$ cat config.mk
export PLATFORM = sky130hd
export DESIGN_NAME = escalonador_quadro_flat
export DESIGN_NICKNAME = d
export VERILOG_FILES = /design/src/rtl/escalonador_quadro_if.sv /design/src/rtl/escalonador_quadro.sv /design/src/flat_wrapper.sv
export SDC_FILE = /design/constraint.sdc
export NUM_CORES = 1
export LEC_CHECK = 0
export ABC_AREA = 1
export CORE_UTILIZATION = 53
export CTS_CLUSTER_DIAMETER = 120
export DETAILED_ROUTE_END_ITERATION = 8
export PLACE_DENSITY = 0.82
export SETUP_SLACK_MARGIN = 0.1
export SLEW_MARGIN = 10
export SYNTH_ARGS = -nofsm -noshare
export SYNTH_HDL_FRONTEND = slang
export SYNTH_SLANG_ARGS = --single-unit
$ cat constraint.sdc
create_clock -name CLOCK_50 -period 3.75 [get_ports CLOCK_50]
set_clock_uncertainty 0.2 [all_clocks]
set_input_delay 0.75 -clock CLOCK_50 [delete_from_list [all_inputs] [get_ports CLOCK_50]]
set_output_delay 0.75 -clock CLOCK_50 [all_outputs]
set_load 0.05 [all_outputs]
$ cat src/rtl/escalonador_quadro_if.sv
// Bundle of the per-frame game-state controller signals.
// Slave side (the controller) receives the frame pulse, the run flag and the
// button levels, and drives every object coordinate, radius and status flag.
// Master side (renderer / input logic / bench) is the mirror image.
//   inicio_quadro, ativo, botao_esq, botao_dir, botao_tiro : master -> slave
//   x/y_nave, x/y_inimigo, x/y/raio_bola_aliada,
//   x/y/raio_bola_inimiga, pontos, perdeu, ocupado          : slave -> master
interface escalonador_quadro_if;
  logic       inicio_quadro;
  logic       ativo;
  logic       botao_esq;
  logic       botao_dir;
  logic       botao_tiro;
  logic [9:0] x_nave;
  logic [9:0] y_nave;
  logic [9:0] x_inimigo;
  logic [9:0] y_inimigo;
  logic [9:0] x_bola_aliada;
  logic [9:0] y_bola_aliada;
  logic [9:0] raio_bola_aliada;
  logic [9:0] x_bola_inimiga;
  logic [9:0] y_bola_inimiga;
  logic [9:0] raio_bola_inimiga;
  logic [7:0] pontos;
  logic       perdeu;
  logic       ocupado;

  modport slave (
    input  inicio_quadro, ativo, botao_esq, botao_dir, botao_tiro,
    output x_nave, y_nave, x_inimigo, y_inimigo,
           x_bola_aliada, y_bola_aliada, raio_bola_aliada,
           x_bola_inimiga, y_bola_inimiga, raio_bola_inimiga,
           pontos, perdeu, ocupado
  );

  modport master (
    output inicio_quadro, ativo, botao_esq, botao_dir, botao_tiro,
    input  x_nave, y_nave, x_inimigo, y_inimigo,
           x_bola_aliada, y_bola_aliada, raio_bola_aliada,
           x_bola_inimiga, y_bola_inimiga, raio_bola_inimiga,
           pontos, perdeu, ocupado
  );
endinterface

$ cat src/rtl/escalonador_quadro.sv
// Per-frame game-state controller for the shooter display.
// A one-cycle inicio_quadro pulse (while ativo=1 and perdeu=0) runs a fixed
// five-cycle update: ship, ally shot, enemy, enemy shot, collisions.
// Ports:
//   CLOCK_50 : system clock, all state changes on the rising edge
//   reset    : synchronous, active-high
//   bus      : controller side of escalonador_quadro_if (inputs: frame pulse,
//              run flag, buttons; outputs: coordinates in active-area pixels,
//              radii, pontos, perdeu, ocupado)
module escalonador_quadro #(
  parameter logic [9:0] VEL_NAVE         = 10'd4,
  parameter logic [9:0] VEL_TIRO         = 10'd8,
  parameter logic [9:0] VEL_INIMIGO      = 10'd2,
  parameter logic [9:0] VEL_TIRO_INIMIGO = 10'd4,
  parameter logic [5:0] PERIODO_TIRO     = 6'd60,
  parameter logic [9:0] LARGURA_OBJ      = 10'd30,
  parameter logic [9:0] ALTURA_OBJ       = 10'd32,
  parameter logic [9:0] RAIO             = 10'd4
) (
  input  logic                 CLOCK_50,
  input  logic                 reset,
  escalonador_quadro_if.slave  bus
);

  typedef enum logic [2:0] {
    OCIOSO   = 3'd0,
    NAVE     = 3'd1,
    TIRO     = 3'd2,
    INIMIGO  = 3'd3,
    TIRO_INI = 3'd4,
    COLISAO  = 3'd5
  } estado_t;

  localparam logic [9:0] Y_NAVE    = 10'd440;
  localparam logic [9:0] Y_INIMIGO = 10'd40;
  localparam logic [9:0] X_MAX     = 10'd640 - LARGURA_OBJ;
  localparam logic [9:0] Y_LIMITE  = 10'd475;
  localparam logic [5:0] CNT_MAX   = PERIODO_TIRO - 6'd1;

  estado_t    estado_q, estado_d;
  logic [9:0] x_nave_q, x_nave_d;
  logic [9:0] x_ini_q, x_ini_d;
  logic       dir_dir_q, dir_dir_d;      // 1: enemy moving right
  logic [9:0] xa_q, xa_d, ya_q, ya_d;
  logic       ativa_a_q, ativa_a_d;
  logic [9:0] xi_q, xi_d, yi_q, yi_d;
  logic       ativa_i_q, ativa_i_d;
  logic [5:0] cnt_q, cnt_d;
  logic [7:0] pontos_q, pontos_d;
  logic       perdeu_q, perdeu_d;

  logic [9:0] x_ini_soma;
  logic       acerto_a, acerto_i;

  // State register and all game registers; reset overrides any state.
  always_ff @(posedge CLOCK_50) begin
    if (reset) begin
      estado_q  <= OCIOSO;
      x_nave_q  <= 10'd305;
      x_ini_q   <= 10'd0;
      dir_dir_q <= 1'b1;
      xa_q      <= 10'd0;
      ya_q      <= 10'd0;
      ativa_a_q <= 1'b0;
      xi_q      <= 10'd0;
      yi_q      <= 10'd0;
      ativa_i_q <= 1'b0;
      cnt_q     <= 6'd0;
      pontos_q  <= 8'd0;
      perdeu_q  <= 1'b0;
    end else begin
      estado_q  <= estado_d;
      x_nave_q  <= x_nave_d;
      x_ini_q   <= x_ini_d;
      dir_dir_q <= dir_dir_d;
      xa_q      <= xa_d;
      ya_q      <= ya_d;
      ativa_a_q <= ativa_a_d;
      xi_q      <= xi_d;
      yi_q      <= yi_d;
      ativa_i_q <= ativa_i_d;
      cnt_q     <= cnt_d;
      pontos_q  <= pontos_d;
      perdeu_q  <= perdeu_d;
    end
  end

  // Half-open box tests on the shot centers, used only in COLISAO.
  always_comb begin
    acerto_a = ativa_a_q
            && (xa_q >= x_ini_q) && (xa_q < x_ini_q + LARGURA_OBJ)
            && (ya_q >= Y_INIMIGO) && (ya_q < Y_INIMIGO + ALTURA_OBJ);
    acerto_i = ativa_i_q
            && (xi_q >= x_nave_q) && (xi_q < x_nave_q + LARGURA_OBJ)
            && (yi_q >= Y_NAVE) && (yi_q < Y_NAVE + ALTURA_OBJ);
    x_ini_soma = x_ini_q + VEL_INIMIGO;
  end

  // Next-state sequencing and per-state object updates.
  always_comb begin
    estado_d  = estado_q;
    x_nave_d  = x_nave_q;
    x_ini_d   = x_ini_q;
    dir_dir_d = dir_dir_q;
    xa_d      = xa_q;
    ya_d      = ya_q;
    ativa_a_d = ativa_a_q;
    xi_d      = xi_q;
    yi_d      = yi_q;
    ativa_i_d = ativa_i_q;
    cnt_d     = cnt_q;
    pontos_d  = pontos_q;
    perdeu_d  = perdeu_q;

    case (estado_q)
      OCIOSO: begin
        if (bus.inicio_quadro && bus.ativo && !perdeu_q) begin
          estado_d = NAVE;
        end else begin
          estado_d = OCIOSO;
        end
      end
      NAVE: begin
        estado_d = TIRO;
        if (bus.botao_dir && !bus.botao_esq) begin
          // Compare before adding so the clamp never sees a wrapped value.
          if (x_nave_q >= X_MAX - VEL_NAVE) x_nave_d = X_MAX;
          else                              x_nave_d = x_nave_q + VEL_NAVE;
        end else if (bus.botao_esq && !bus.botao_dir) begin
          if (x_nave_q < VEL_NAVE) x_nave_d = 10'd0;
          else                     x_nave_d = x_nave_q - VEL_NAVE;
        end else begin
          x_nave_d = x_nave_q;
        end
      end
      TIRO: begin
        estado_d = INIMIGO;
        if (ativa_a_q) begin
          if (ya_q < VEL_TIRO) ativa_a_d = 1'b0;
          else                 ya_d      = ya_q - VEL_TIRO;
        end else if (bus.botao_tiro) begin
          ativa_a_d = 1'b1;
          xa_d      = x_nave_q + (LARGURA_OBJ >> 1);
          ya_d      = Y_NAVE - RAIO;
        end else begin
          ativa_a_d = 1'b0;
        end
      end
      INIMIGO: begin
        estado_d = TIRO_INI;
        if (dir_dir_q) begin
          if (x_ini_soma >= X_MAX) begin
            x_ini_d   = X_MAX;
            dir_dir_d = 1'b0;
          end else begin
            x_ini_d = x_ini_soma;
          end
        end else begin
          if (x_ini_q <= VEL_INIMIGO) begin
            x_ini_d   = 10'd0;
            dir_dir_d = 1'b1;
          end else begin
            x_ini_d = x_ini_q - VEL_INIMIGO;
          end
        end
      end
      TIRO_INI: begin
        estado_d = COLISAO;
        // Spawn decision uses the activity seen on entry, before the move.
        if ((cnt_q == CNT_MAX) && !ativa_i_q) begin
          ativa_i_d = 1'b1;
          xi_d      = x_ini_q + (LARGURA_OBJ >> 1);
          yi_d      = Y_INIMIGO + ALTURA_OBJ;
          cnt_d     = 6'd0;
        end else begin
          if (cnt_q != CNT_MAX) cnt_d = cnt_q + 6'd1;
          else                  cnt_d = cnt_q;
          if (ativa_i_q) begin
            if (yi_q + VEL_TIRO_INIMIGO > Y_LIMITE) ativa_i_d = 1'b0;
            else                                    yi_d = yi_q + VEL_TIRO_INIMIGO;
          end else begin
            ativa_i_d = 1'b0;
          end
        end
      end
      COLISAO: begin
        estado_d = OCIOSO;
        if (acerto_a) begin
          ativa_a_d = 1'b0;
          if (pontos_q != 8'd255) pontos_d = pontos_q + 8'd1;
          else                    pontos_d = pontos_q;
        end else begin
          ativa_a_d = ativa_a_q;
        end
        if (acerto_i) begin
          ativa_i_d = 1'b0;
          perdeu_d  = 1'b1;
        end else begin
          ativa_i_d = ativa_i_q;
        end
      end
      default: begin
        estado_d = OCIOSO;
      end
    endcase
  end

  assign bus.x_nave            = x_nave_q;
  assign bus.y_nave            = Y_NAVE;
  assign bus.x_inimigo         = x_ini_q;
  assign bus.y_inimigo         = Y_INIMIGO;
  assign bus.x_bola_aliada     = xa_q;
  assign bus.y_bola_aliada     = ya_q;
  assign bus.raio_bola_aliada  = ativa_a_q ? RAIO : 10'd0;
  assign bus.x_bola_inimiga    = xi_q;
  assign bus.y_bola_inimiga    = yi_q;
  assign bus.raio_bola_inimiga = ativa_i_q ? RAIO : 10'd0;
  assign bus.pontos            = pontos_q;
  assign bus.perdeu            = perdeu_q;
  assign bus.ocupado           = (estado_q != OCIOSO);

endmodule

$ cat src/flat_wrapper.sv
// flat-port wrapper written by rule: the top's interface ports become plain ports
module escalonador_quadro_flat 
#(
  parameter logic [9:0] VEL_NAVE         = 10'd4,
  parameter logic [9:0] VEL_TIRO         = 10'd8,
  parameter logic [9:0] VEL_INIMIGO      = 10'd2,
  parameter logic [9:0] VEL_TIRO_INIMIGO = 10'd4,
  parameter logic [5:0] PERIODO_TIRO     = 6'd60,
  parameter logic [9:0] LARGURA_OBJ      = 10'd30,
  parameter logic [9:0] ALTURA_OBJ       = 10'd32,
  parameter logic [9:0] RAIO             = 10'd4
)
  (CLOCK_50, reset, bus_inicio_quadro, bus_ativo, bus_botao_esq, bus_botao_dir, bus_botao_tiro, bus_x_nave, bus_y_nave, bus_x_inimigo, bus_y_inimigo, bus_x_bola_aliada, bus_y_bola_aliada, bus_raio_bola_aliada, bus_x_bola_inimiga, bus_y_bola_inimiga, bus_raio_bola_inimiga, bus_pontos, bus_perdeu, bus_ocupado);
  escalonador_quadro_if bus_i ();
  input  logic CLOCK_50;
  input  logic reset;
  input wire logic [$bits(bus_i.inicio_quadro)-1:0] bus_inicio_quadro;
  input wire logic [$bits(bus_i.ativo)-1:0] bus_ativo;
  input wire logic [$bits(bus_i.botao_esq)-1:0] bus_botao_esq;
  input wire logic [$bits(bus_i.botao_dir)-1:0] bus_botao_dir;
  input wire logic [$bits(bus_i.botao_tiro)-1:0] bus_botao_tiro;
  output wire logic [$bits(bus_i.x_nave)-1:0] bus_x_nave;
  output wire logic [$bits(bus_i.y_nave)-1:0] bus_y_nave;
  output wire logic [$bits(bus_i.x_inimigo)-1:0] bus_x_inimigo;
  output wire logic [$bits(bus_i.y_inimigo)-1:0] bus_y_inimigo;
  output wire logic [$bits(bus_i.x_bola_aliada)-1:0] bus_x_bola_aliada;
  output wire logic [$bits(bus_i.y_bola_aliada)-1:0] bus_y_bola_aliada;
  output wire logic [$bits(bus_i.raio_bola_aliada)-1:0] bus_raio_bola_aliada;
  output wire logic [$bits(bus_i.x_bola_inimiga)-1:0] bus_x_bola_inimiga;
  output wire logic [$bits(bus_i.y_bola_inimiga)-1:0] bus_y_bola_inimiga;
  output wire logic [$bits(bus_i.raio_bola_inimiga)-1:0] bus_raio_bola_inimiga;
  output wire logic [$bits(bus_i.pontos)-1:0] bus_pontos;
  output wire logic [$bits(bus_i.perdeu)-1:0] bus_perdeu;
  output wire logic [$bits(bus_i.ocupado)-1:0] bus_ocupado;
  assign bus_i.inicio_quadro = bus_inicio_quadro;
  assign bus_i.ativo = bus_ativo;
  assign bus_i.botao_esq = bus_botao_esq;
  assign bus_i.botao_dir = bus_botao_dir;
  assign bus_i.botao_tiro = bus_botao_tiro;
  assign bus_x_nave = bus_i.x_nave;
  assign bus_y_nave = bus_i.y_nave;
  assign bus_x_inimigo = bus_i.x_inimigo;
  assign bus_y_inimigo = bus_i.y_inimigo;
  assign bus_x_bola_aliada = bus_i.x_bola_aliada;
  assign bus_y_bola_aliada = bus_i.y_bola_aliada;
  assign bus_raio_bola_aliada = bus_i.raio_bola_aliada;
  assign bus_x_bola_inimiga = bus_i.x_bola_inimiga;
  assign bus_y_bola_inimiga = bus_i.y_bola_inimiga;
  assign bus_raio_bola_inimiga = bus_i.raio_bola_inimiga;
  assign bus_pontos = bus_i.pontos;
  assign bus_perdeu = bus_i.perdeu;
  assign bus_ocupado = bus_i.ocupado;
  escalonador_quadro #(.VEL_NAVE(VEL_NAVE), .VEL_TIRO(VEL_TIRO), .VEL_INIMIGO(VEL_INIMIGO), .VEL_TIRO_INIMIGO(VEL_TIRO_INIMIGO), .PERIODO_TIRO(PERIODO_TIRO), .LARGURA_OBJ(LARGURA_OBJ), .ALTURA_OBJ(ALTURA_OBJ), .RAIO(RAIO)) u_core (.CLOCK_50(CLOCK_50), .reset(reset), .bus(bus_i));
endmodule
==> impl_metrics.toml, run 1 <==
[run_status]
status = "finished clean"

[final_layout]
fin_cells = 1076
postLayoutCellArea_mm2 = 0.00674
final_core_util_pct = 62.2
final_net_count = 992
syn2layout_area_growth_pct = 14.4
antenna_cells = 0
drive_above_1_share_pct = 6.52

[pwr]
p_int_mw = 1.26
seq_power_share_pct = 43.6
p_sw_share_pct = 36.1
pwr-share-clk_pct = 32.3
combPwrFrac_pct = 24.1
leakagePower_nw = 3.08
finalPower_mw = 1.98
ir_drop_mv = 0.193
switching_power_uw = 712
powerDensity_mw_per_mm2 = 293

[logic_synthesis]
synth-edff-count = 0
synth_area_leaders = "dfxtp_1 26%, nand2_1 12%, ha_1 11%"
synth-async-reset-ratio_pct = 0
synthDistinctLibCells = 46
yosys_warnings = 0
yosysMostFrequentCell = "nand2_1"
synth.yosys.seq_area_share_pct = 25.8
ys.flop_type = "dfxtp_1"
synthTopCellsByCount = "181 x nand2_1, 97 x inv_1, 90 x nor2_1"
synthCells = 865
synth_top_area_share_pct = 25.8
ys_seq_elements = 76
yosys.area.top_type = "dfxtp_1"
synth_area_mm2 = 0.00589
postSynthAreaPerCell_um2 = 6.81

[cts]
clockBufferDepth = 2
cts_setup_buffers = 0
clock_latency_ps = 360
clockRootBuffer = "clkbuf_8"
clk_pin_slew_ps = 90
ctsResizeCount = 0
hold_buffers = 0
cts_made_buffers = 9
cts_max_level = 3
clock-sinks = 76
cts_tree = "done"

[hold_path]
worstHoldStart = "u_core.cnt_q[4]"
min_to = "u_core.cnt_q[4]"
whs_path_depth = 2
min_path_type = "flip-flop to flip-flop"

[die]
rows = 38
dieArea_mm2 = 0.0115
pin_count = 117
coreArea_mm2 = 0.0108
fp.dieH_um = 107
start_util_pct = 54.3
dieWidth_um = 107

[route]
first_pass_iters = 5
wire_per_inst_um = 13.9
wirelength_um = 15000
drtIter0Drc = 397
viasPerCell = 5.30
drc = 0
vias = 5701
final_antenna_net_count = 0

[worst_setup_path]
crit_type = "flip-flop to flip-flop"
crit_family = "simple AND/OR/NAND/NOR gates"
cp-start-kind = "flip-flop"
critPathMaxStageDelay_ps = 400
reg2reg_depth = 16
path_cells = "inv_1 > nand3_1 > nor2_1 > inv_1 > nand2_1 > xor2_1 > ha_1 > nand2_1 > inv_1 > a21boi_0 > nand3_1 > nor2_1 > nand4_1 > nand2_1 > nand2_1 > nor2_1"
regToRegEndpoint = "u_core.bus.pontos[0]"
r2r_start = "u_core.bus.x_inimigo[2]"
cpMostUsedCell = "nand2_1"
cp-end-kind = "flip-flop"
cp.arrival_ps = 3320
worstPathMaxFanout = 11
crit_required_ps = 3840
crit_slowest_cell = "nand4_1"
cp_num_buf_inv = 3
r2r_setup_slack_ps = 520

[timing]
timing.setup.tns_ps = 0
min_period_ps = 3230
rsz0062_at_grt = "no"
worstMarginPinSlew_ps = 614
relSlewSlack_pct = 59.0
whs_ps = 292
finalHoldViolCount = 0
finalSetupViolations = 0
fmax_ghz = 0.310
post-route-period-util_pct = 86.1
slew_viol_final = 0
finalWorstSetupSlack_ps = 522

[run]
drv_cap = 0

[placement]
hpwlAfterDp_um = 11300
gp_congestion = 0.936
dp_slack_ps = 656
dpl_cell_area_mm2 = 0.00655
dp_cells = 1060
io_buffers = 73

[global_route]
grt_pass1_vias = 5069
grt_first_pass_wirelength_um = 24400
overflow = 0
grt_start_max_net_pins = 34
grt_usage_pct = 26.9
antenna_found_initial = 0
worst reg2reg max path: cells and delay by family, from the launching register on:
family | cells | cell delay (ps)
xor gates and xnor gates | 1 | 180
buffers and inverters | 3 | 310
AOI/OAI and AO/OA | 1 | 150
and+or+nand+nor | 10 | 1690
adders and majority gates | 1 | 260
DFF | 1 | 360
logic make-up (layout without fill, tap and decap cells):
logic type | after synthesis | after routing | share of synthesized area [%]
other | 2 | 43 | 0.128
and+or+nand+nor | 364 | 364 | 27.5
AOI/OAI and AO/OA | 161 | 161 | 15.5
buffers and inverters | 174 | 204 | 14.6
DFF | 76 | 76 | 25.8
xor gates and xnor gates | 34 | 34 | 5.06
adders and majority gates | 54 | 54 | 11.5
cells in the final DEF, fill, tap and decap left out, drive strengths merged, types with 2 or more instances in the layout:
cell,synthesis,routed
conb,2,43
clkbuf,9,10
nor2,95,95
inv,105,106
a21oi,71,71
o21a,2,2
nand2,189,189
nand3,43,43
dfxtp,76,76
ha,54,54
clkinv,3,7
or2,3,3
o21ai,59,59
o221ai,2,2
o211ai,7,7
buf,57,7
nand4,17,17
nor3,8,8
a211oi,4,4
xor2,30,30
a31oi,12,12
xnor2,4,4
clkdlybuf4s50,0,73
nand3b,3,3
nor4,4,4
final cells by class:
type	count	area [µm²]
timing repair buffer	80	783
inverter	108	405
clock buffer	10	128
sequential	76	1520
tap	140	175
multi-input combinational	656	3660
fill	1043	4100
clock inverter	6	62.6
per-layer routing:
metal	vias up	GRT usage [%]	part of all wire, %
li1	2871	-	-
met1	2612	35.6	46
met2	196	44.7	47
met3	22	4.48	5.7
met4	0	8.51	1.5
met5	-	0	0
power groups by stage:
stage                     Sequential [mW]  Combinational [mW]  Clock [mW]
after floorplan                     0.929               0.346           0
after global placement              0.879               0.464           0
after detailed placement            0.880               0.470           0
after CTS                           0.861               0.472       0.651
after global routing                0.865               0.518       0.691
final                               0.862               0.475       0.638
state kept, by name (all words and copies together) (netlist names):
name	count
u_core.bus.perdeu	1
u_core.bus.x_bola_inimiga	10
u_core.bus.x_inimigo	9
u_core.bus.pontos	8
u_core.ativa_a_q	1
u_core.estado_q	3
u_core.bus.x_nave	10
u_core.ativa_i_q	1
u_core.dir_dir_q	1
u_core.cnt_q	6
u_core.bus.y_bola_aliada	8
u_core.bus.x_bola_aliada	10
u_core.bus.y_bola_inimiga	8
worst max path at each step:
stage                                 start                   end  slack (ps)  depth (start not counted)
detailed placement  u_core.bus.x_inimigo[2]  u_core.bus.pontos[0]         660                         13
global placement    u_core.bus.x_inimigo[2]  u_core.bus.pontos[0]         810                         13
finish              u_core.bus.x_inimigo[2]  u_core.bus.pontos[0]         520                         16
CTS                 u_core.bus.x_inimigo[2]  u_core.bus.pontos[0]         580                         14
global route        u_core.bus.x_inimigo[2]  u_core.bus.pontos[0]         210                         14
floorplan           u_core.bus.x_inimigo[1]  u_core.bus.pontos[2]         630                         14
(Power assumes the default switching activity.)
==> run 2: changes to the inputs <==
--- a/config.mk
+++ b/config.mk
@@ -6,6 +6,7 @@
 export NUM_CORES = 1
 export LEC_CHECK = 0
 export ABC_AREA = 1
+export CORE_MARGIN = 5
 export CORE_UTILIZATION = 53
 export CTS_CLUSTER_DIAMETER = 120
 export DETAILED_ROUTE_END_ITERATION = 8
==> impl_metrics.toml, run 2 (same netlist as run 1, synthesis figures left out) <==
[run_status]
status = "finished clean"

[worst_setup_path]
path_cells = "inv_1 > ha_1 > nand2_1 > nand2_1 > xor2_1 > ha_1 > a21oi_1 > a21boi_0 > nand3_1 > nor2_1 > nand4_1 > nor2_1 > nor2_1"
cp-start-kind = "flip-flop"
r2r_setup_slack_ps = 610
crit_family = "simple AND/OR/NAND/NOR gates"
critPathMaxStageDelay_ps = 430
crit_type = "flip-flop to flip-flop"
cp.arrival_ps = 3180
crit_required_ps = 3790
cp-end-kind = "flip-flop"
cp_num_buf_inv = 1
crit_slowest_cell = "dfxtp_1"
worstPathMaxFanout = 11
cpMostUsedCell = "nor2_1"

[cts]
clk_pin_slew_ps = 90
clock_latency_ps = 350
ctsResizeCount = 0
clock-sinks = 76
clockRootBuffer = "clkbuf_8"
cts_tree = "done"
cts_made_buffers = 9
hold_buffers = 0
cts_max_level = 3
clockBufferDepth = 2
cts_setup_buffers = 0

[route]
drc = 0
viasPerCell = 5.20
final_antenna_net_count = 0
first_pass_iters = 5
drtIter0Drc = 417
wirelength_um = 15000
vias = 5591
wire_per_inst_um = 13.9

[placement]
io_buffers = 73
dp_slack_ps = 667
gp_congestion = 0.907
hpwlAfterDp_um = 11700

[global_route]
overflow = 0
use_met1_pct = 31.5
grt_first_pass_wirelength_um = 25100
top_usage_layer = "met2"
grt_usage_pct = 23.0
grt_pass1_vias = 5282
grt_start_max_net_pins = 34
use_met2_pct = 36.9
grt_use_met3_pct = 4.02
antenna_found_initial = 0

[timing]
fmax_ghz = 0.319
finalWorstSetupSlack_ps = 610
rsz0062_at_grt = "no"
slew_viol_final = 0
worstMarginPinSlew_ps = 545
finalHoldViolCount = 0
min_period_ps = 3140
whs_ps = 289
finalSetupViolations = 0
relSlewSlack_pct = 63.6
post-route-period-util_pct = 83.7
timing.setup.tns_ps = 0

[die]
rows = 38
dieWidth_um = 115
coreArea_mm2 = 0.0109
fp.dieH_um = 115
pin_count = 117
dieArea_mm2 = 0.0133
start_util_pct = 54.1

[final_layout]
final_net_count = 992
fillCellCount = 1000
syn2layout_area_growth_pct = 14.9
antenna_cells = 0
final_cell_mix = "181 x nand2_1, 97 x inv_1, 90 x nor2_1"
seqCellArea_mm2 = 0.00152
drive_above_1_share_pct = 6.52
final_core_util_pct = 62.1
multi_input_area_mm2 = 0.00366
layout_commonest_cell = "nand2_1"

[run]
drv_cap = 0

[hold_path]
min_path_type = "flip-flop to flip-flop"

[pwr]
powerDensity_mw_per_mm2 = 302
finalPower_mw = 2.04
leakagePower_nw = 3.08
ir_drop_mv = 0.186
run 2: cell count changes in the layout (fill, tap and decap cells not counted):
cell / change
inv_6: -1
clkinvlp_4: +2
bufinv_16: +1
clkinv_2: -2
run 2: worst min-delay path: stages, from the launching register on:
cell and delay [ps]:
dfxtp_1 340, a21oi_1 40, nor2_1 80
run 2: path summary, 6_finish.rpt:
| kind | from | to | depth (start not counted) |
|---|---|---|---|
| setup / recovery | u_core.bus.x_inimigo[2] | u_core.bus.pontos[7] | 13 |
| hold / removal | u_core.cnt_q[4] | u_core.cnt_q[4] | 2 |
| setup reg to reg | u_core.bus.x_inimigo[2] | u_core.bus.pontos[7] | 13 |
| hold reg to reg | u_core.cnt_q[4] | u_core.cnt_q[4] | 2 |
run 2: where the power goes:
| part | switching (mW) | internal, mW |
|---|---|---|
| sequential | 0.0349 | 0.828 |
| combinational | 0.349 | 0.126 |
| clock | 0.328 | 0.375 |
| total | 0.711 | 1.33 |
run 2: metal layers:
metal | part of all wire (%) | routed length [µm]
met1 | 46 | 6970
met2 | 46 | 6930
met3 | 5.3 | 794
met4 | 1.9 | 289
met5 | 0 | 0
run 2: layout make-up:
class	instances	area share [%]
clock buffers	10	1.89
clock inverters	6	1.31
inverters	108	5.99
multi-input cells	656	54.2
flip-flops and latches	76	22.5
well taps	140	2.59
repair buffers	80	11.6
run 2: metrics by stage:
stage | instances | area (µm²)
after floorplan | 906 | 6040
after global placement | 1060 | 6550
after detailed placement | 1060 | 6550
after CTS | 1076 | 6770
after global routing | 1076 | 6770
final | 1076 | 6770
